[config.mk]
export PLATFORM = sky130hd
export DESIGN_NAME = key_sched_ctrl
export DESIGN_NICKNAME = d
export VERILOG_FILES = /design/src/rtl/key_sched_ctrl.sv
export SDC_FILE = /design/constraint.sdc
export NUM_CORES = 1
export LEC_CHECK = 0
export CORE_ASPECT_RATIO = 0.5
export CORE_UTILIZATION = 60
export CTS_CLUSTER_DIAMETER = 120
export DETAILED_ROUTE_END_ITERATION = 12
export PLACE_DENSITY = 0.77
export SLEW_MARGIN = 20
export SYNTH_ARGS = -nofsm -noshare
export SYNTH_HDL_FRONTEND = slang
export SYNTH_SLANG_ARGS = --single-unit
[constraint.sdc]
create_clock -name clk -period 8.9 [get_ports clk]
set_input_delay 2.67 -clock clk [delete_from_list [all_inputs] [get_ports clk]]
set_output_delay 2.67 -clock clk [all_outputs]
set_load 0.02 [all_outputs]
[src/rtl/key_sched_ctrl.sv]
// ---------------------------------------------------------------------------
// key_sched_ctrl
//
// Purpose:
//   Key schedule controller. Accepts a 16-bit master key over a valid/ready
//   handshake and expands it into NUM_ROUNDS+1 round keys, one per clock.
//   Each step applies a nibble S-box to choose a rotate amount, rotates,
//   substitutes the top nibble and XORs in the round number. The expanded
//   keys live in an internal table that the cipher datapath reads by index.
//   Reads are only serviced once the whole table is valid.
//
// Ports:
//   clk         system clock, rising edge
//   rst         asynchronous, active-low reset
//   key_valid   master key offered
//   key_in      master key value
//   key_ready   controller can accept a key (IDLE or READY)
//   rk_req      round-key read request
//   rk_idx      requested round-key index
//   rk_valid    one-cycle pulse, rk_out/rk_err valid
//   rk_out      requested round key (0 on error), holds when idle
//   rk_err      index beyond NUM_ROUNDS
//   busy        expansion in progress
//   keys_ready  complete key table available
// ---------------------------------------------------------------------------
module key_sched_ctrl #(
  parameter int NUM_ROUNDS = 8
) (
  input  logic        clk,
  input  logic        rst,
  input  logic        key_valid,
  input  logic [15:0] key_in,
  output logic        key_ready,
  input  logic        rk_req,
  input  logic [3:0]  rk_idx,
  output logic        rk_valid,
  output logic [15:0] rk_out,
  output logic        rk_err,
  output logic        busy,
  output logic        keys_ready
);

  localparam logic [1:0] ST_IDLE   = 2'd0;
  localparam logic [1:0] ST_EXPAND = 2'd1;
  localparam logic [1:0] ST_READY  = 2'd2;

  localparam logic [3:0] LAST_IDX  = 4'(NUM_ROUNDS);
  localparam logic [3:0] LAST_STEP = 4'(NUM_ROUNDS - 1);

  logic [1:0]  r_state;
  logic [3:0]  r_i;
  // Copy of rk[i] so the step logic never has to read the table.
  logic [15:0] r_cur;
  // Sized for the largest legal NUM_ROUNDS so rk_idx indexes it directly;
  // entries above NUM_ROUNDS stay zero and are never returned.
  logic [15:0] r_table [16];

  logic        r_rk_valid;
  logic [15:0] r_rk_out;
  logic        r_rk_err;

  logic        w_load;
  logic        w_rd;
  logic [3:0]  w_i_inc;
  logic [3:0]  w_sb_lo;
  logic [15:0] w_rot;
  logic [15:0] w_next;

  function automatic logic [3:0] sbox(input logic [3:0] x);
    logic [3:0] y;
    case (x)
      4'h0: y = 4'hC;
      4'h1: y = 4'h5;
      4'h2: y = 4'h6;
      4'h3: y = 4'hB;
      4'h4: y = 4'h9;
      4'h5: y = 4'h0;
      4'h6: y = 4'hA;
      4'h7: y = 4'hD;
      4'h8: y = 4'h3;
      4'h9: y = 4'hE;
      4'hA: y = 4'hF;
      4'hB: y = 4'h8;
      4'hC: y = 4'h4;
      4'hD: y = 4'h7;
      4'hE: y = 4'h1;
      default: y = 4'h2;
    endcase
    return y;
  endfunction

  // sel encodes a rotate-left amount of sel+1 (1..4).
  function automatic logic [15:0] rotl(input logic [15:0] x, input logic [1:0] sel);
    logic [15:0] y;
    case (sel)
      2'd0:    y = {x[14:0], x[15]};
      2'd1:    y = {x[13:0], x[15:14]};
      2'd2:    y = {x[12:0], x[15:13]};
      default: y = {x[11:0], x[15:12]};
    endcase
    return y;
  endfunction

  // key_ready depends on state only, never on key_valid.
  assign key_ready  = (r_state == ST_IDLE) || (r_state == ST_READY);
  assign busy       = (r_state == ST_EXPAND);
  assign keys_ready = (r_state == ST_READY);

  assign w_load = key_valid && key_ready;
  // Requests outside READY are dropped, not queued.
  assign w_rd   = rk_req && (r_state == ST_READY);

  assign w_i_inc = r_i + 4'd1;
  assign w_sb_lo = sbox(r_cur[3:0]);
  assign w_rot   = rotl(r_cur, w_sb_lo[1:0]);
  assign w_next  = {sbox(w_rot[15:12]), w_rot[11:0]} ^ {12'h000, w_i_inc};

  // Expansion FSM and key table.
  always_ff @(posedge clk or negedge rst) begin
    if (!rst) begin
      r_state <= ST_IDLE;
      r_i     <= 4'd0;
      r_cur   <= 16'h0000;
      for (int k = 0; k < 16; k++) begin
        r_table[k] <= 16'h0000;
      end
    end else begin
      if (w_load) begin
        r_table[0] <= key_in;
        r_cur      <= key_in;
        r_i        <= 4'd0;
        r_state    <= ST_EXPAND;
      end else if (r_state == ST_EXPAND) begin
        r_table[w_i_inc] <= w_next;
        r_cur            <= w_next;
        if (r_i == LAST_STEP) begin
          r_state <= ST_READY;
        end else begin
          r_i <= w_i_inc;
        end
      end
    end
  end

  // Read port. A read that coincides with a load samples the table before
  // the load edge updates entry 0, so it sees the old key.
  always_ff @(posedge clk or negedge rst) begin
    if (!rst) begin
      r_rk_valid <= 1'b0;
      r_rk_out   <= 16'h0000;
      r_rk_err   <= 1'b0;
    end else begin
      r_rk_valid <= w_rd;
      if (w_rd) begin
        if (rk_idx <= LAST_IDX) begin
          r_rk_out <= r_table[rk_idx];
          r_rk_err <= 1'b0;
        end else begin
          r_rk_out <= 16'h0000;
          r_rk_err <= 1'b1;
        end
      end
    end
  end

  assign rk_valid = r_rk_valid;
  assign rk_out   = r_rk_out;
  assign rk_err   = r_rk_err;

endmodule

* After elaboration in Yosys (flattened, before gate mapping)
Memory sizes are Yosys's and may differ from the RTL's. Index checks and enable logic that the tools add are counted.
Storage, ports and cells: input port bits 24, memories 2, bits in registers 296, bits in read-only memories 128, output and inout port bits 21
Cells by class: eq/ne operators 6, bitwise logic cells 4, reduce and logical (&&, ||, !) cells 11, mux-type cells 19, $add $sub $neg 1, order comparisons 4
Memories:
- (name not given) | words 16, width 4, rd ports 1, clocked after memory_dff 0, wr ports 0, RTL line 71 | case (x)
- (name not given) | words 16, width 4, rd ports 1, clocked after memory_dff 0, wr ports 0, RTL line 71
Operator list (number):
- bitwise mux 256 bit | 1
- 2-to-1 mux 256 bit | 1
- 2-to-1 mux 16 bit | 7
- binary-select mux 16 bit (select 4 bit) | 1
- demux 16 bit (select 4 bit) | 1
- case mux 16 bit (3 select lines) | 1
- XOR 16 x 4 -> 16 bit | 1
- 2-to-1 mux 4 bit | 3
- greater-or-equal comparator 5 bit (second input constant) | 2
- NOT 4 -> 5 bit | 2
- 2-to-1 mux 2 bit | 3
- AND reduction 2 bit | 3
- less-than comparator 5 x 1 -> 1 bit (second input constant) | 1
- adder 4 x 1 -> 4 bit (second input constant) | 1
- == test 2 x 1 -> 1 bit (second input constant) | 2
- == test 2 bit (second input constant) | 2
- == test 4 x 3 -> 1 bit (second input constant) | 1
- less-or-equal comparator 4 bit (second input constant) | 1
- zero test 2 bit | 2
- nonzero test 2 bit | 2
- logical AND 1 bit | 3
- != test 2 bit (second input constant) | 1
- logical OR 1 bit | 1
- 2-to-1 mux 1 bit | 1
- NOT 1 bit | 1

* Depth between registers and ports, before layout
depth in word-level cells 9, gate-level depth with buffers 15

* Worst setup path before layout
Ideal clock, no wire load.
path kind input port to flip-flop, from in rk_idx[0], to reg r_rk_out[11], in the netlist rk_out[11], data arrival time 3.995 ns, slack 4.809 ns, stages 7, cells stage by stage clkbuf_1 buf_2 buf_2 mux2i_1 a221oi_1 a21oi_1 o31ai_1
Between the ends: cells in the longest elaborated chain, start to end 5
Ends and longest elaborated chain:
- start: declaration | RTL line 35 | input logic [3:0] rk_idx,
- NOT 4 -> 5 bit (not written as such) | RTL line 156 | r_rk_out <= r_table[rk_idx];
- binary-select mux 16 bit (select 4 bit) | RTL line 156
- 2-to-1 mux 16 bit (not written as such) (2 in a row) | RTL line 156
- 2-to-1 mux 16 bit (*) | RTL line 155 | if (rk_idx <= LAST_IDX) begin
- end signal: assignment | RTL line 156
- end: declaration | RTL line 59 | logic [15:0] r_rk_out;
Every way passes the cells marked *; elsewhere a longest branch is shown, timed or not. The select of a mux whose other input is x is not followed. A chain may end at the register's enable or synchronous reset.

* Worst setup path after layout
from reg r_state[0], to out busy
Between the ends: cells in the longest elaborated chain, start to end 1
Ends and longest elaborated chain:
- start: declaration | RTL line 50 | logic [1:0] r_state;
- start signal: assignment | RTL line 121 | r_state <= ST_IDLE;
- start signal: assignment | RTL line 132 | r_state <= ST_EXPAND;
- start signal: assignment | RTL line 137 | r_state <= ST_READY;
- == test 2 x 1 -> 1 bit | RTL line 106 | assign busy = (r_state == ST_EXPAND);
- end: declaration | RTL line 39 | output logic busy,
Every way passes these cells.

==> impl_metrics.toml <==
[status]
outcome = "completed"

[clock_tree]
clk_path_buf_depth = 2
cts_tree = "yes"
cts-buffers-inserted = 17
cts_hold_buffers = 0
path_clk_slew_ns = 0.07
cts_resized = 0
cts_max_level = 4
cts_sinks = 184
clock_latency_ns = 0.43
cts_root_buf = "clkbuf_16"
post-cts-setup-buffers = 0

[grt]
grt_use_total = 0.301
grt_pass1_wl_mm = 36.5
grt-ovfl-total = 0
grt_pass1_vias = 6620
grt_max_degree = 88
grt_antenna_before_repair = 0

[synthesis]
synth.distinct_cells = 55
synth_seq_cells = 184
syn_inst = 915
yosysWarningCount = 0
synth_edf_count = 0
synth_seq_area_share = 0.495
synth_top_flop_cell = "dfrtp_1"
avgSynthCellArea_sq_um = 10.2
synth_async_sr_flop_share = 1.00
syn_area_sq_mm = 0.00930
syn_nets = 951

[layout]
insertedDiodeCount = 0
syn2layout_area_growth_pct = 10.8
drive_gt1_frac = 0.133
layout_common_cells = "184 x dfrtp_1, 176 x nand2_1, 129 x o21ai_0"
final_nets = 947
final_common_cell = "dfrtp_1"

[run]
maxCapViolCount = 0

[floorplan]
die_h_microns = 90.0
rows = 31
start_util = 0.629
fp.dieW_microns = 178
die_area_sq_mm = 0.0160
io_pins = 45
coreArea_sq_mm = 0.0148

[sta]
hold_viol = 0
fin_setup_tns_ns = 0
fmax_ghz = 0.193
rsz0062_at_grt = "no"
fin_worst_skew_ns = 0.0100
post-route-period-util = 0.582
slew_headroom = 0.328
post-route-min-period_ns = 5.18
worst_slew_pin_slew_ns = 1.00
drv_slew = 0
setup_viol = 0

[critical_path]
r2r_start = "r_cur[0]"
worst-setup-path-type = "reg2out"
crit_path_start_kind = "flip-flop"
ff2ff_setup_slack_ns = 5.01
end_kind = "primary output"
crit_fanout = 16
crit_required_ns = 6.23
r2r.worst_path.cells = 10
r2r-end = "r_table[220]"
crit_arrival_ns = 2.51

[place]
dp_hpwl_mm = 14.8
place.gp.congestion = 0.875
io_buffers = 44

[drt]
drt-initial-drc-count = 777
firstDrtPassIters = 6
wl_mm = 22.8
vias_per_cell = 6.28
routedWlPerCell_microns = 20.3
antenna_left = 0
drc = 0
vias = 7051

[worst_hold_path]
hold_path_end = "r_table[119]"
hold_depth = 2
hp-start = "r_table[119]"
hold_class = "reg2reg"
[registers in the layout (all words and copies together) (netlist names)]
signal	flops
rk_out	16
r_table	144
r_state	2
r_cur	16
rk_valid	1
rk_err	1
r_i	4
[layer usage]
layer	share of wire	wire, microns	global-route usage
met3	0.10	2290	0.0833
met4	0.0090	205	0.0598
met1	0.46	10500	0.469
met5	0	0	0
met2	0.43	9750	0.419
[area by class of cell]
class                           count  area, sq um
Fill cell                        1082         4470
Multi-Input combinational cell    632         4220
Timing Repair Buffer               59          549
Tap cell                          198          248
Clock inverter                     13          166
Clock buffer                       19          453
Inverter                           17         63.8
Sequential cell                   184         4600
[through the flow]
stage	cells	hold slack, ns	util	area (sq um)	setup WS (ns)
after floorplan	915	0.441	-	9300	4.81
after global placement	1090	0.455	0.655	9680	3.84
after detailed placement	1090	0.462	0.655	9680	3.82
after CTS	1122	0.479	0.697	10300	3.77
after global routing	1122	0.492	0.697	10300	3.54
final	1122	0.473	0.697	10300	3.72
[worst max path at each step]
stage | from | end | slack (ns) | cells past startpoint
after floorplan | rk_idx[0] | rk_out[11] | 4.81 | 7
after global placement | key_valid | r_cur[8] | 3.84 | 5
after global routing | r_state[0] | busy | 3.54 | 3
after CTS | r_state[1] | busy | 3.77 | 3
after detailed placement | key_valid | r_cur[7] | 3.82 | 5
final | r_state[0] | busy | 3.72 | 3
[cell usage after synthesis (14+ instances only)]
cell type | n | share of area
a21boi_0 | 16 | 0.013
a21oi_1 | 28 | 0.015
a221oi_1 | 16 | 0.015
a22oi_1 | 24 | 0.019
clkbuf_1 | 52 | 0.021
dfrtp_1 | 184 | 0.50
inv_1 | 14 | 0.0057
mux2_2 | 14 | 0.017
mux2i_1 | 44 | 0.047
mux4_2 | 19 | 0.046
nand2_1 | 176 | 0.071
nand3_1 | 17 | 0.0092
nor2_1 | 26 | 0.010
o21ai_0 | 129 | 0.069
o31ai_1 | 16 | 0.013
[critical path: stages (launching register included)]
cell,delay [ns]
dfrtp_1,0.47
nand2b_1,0.40
inv_1,0.51
clkdlybuf4s50_1,0.69
[cells by family after synthesis]
family,after synthesis,share of synthesized area
AO/OA/AOI/OAI,277,0.185
AND/OR/NAND/NOR,247,0.110
flip-flops,184,0.495
buffers and inverters,99,0.0518
multiplexers,85,0.127
adder cells (fa/ha/maj),13,0.0172
XOR/XNOR,10,0.0127
Power is not shown: default switching activity piles up to over one toggle a cycle in this logic, so the estimate is an artifact.
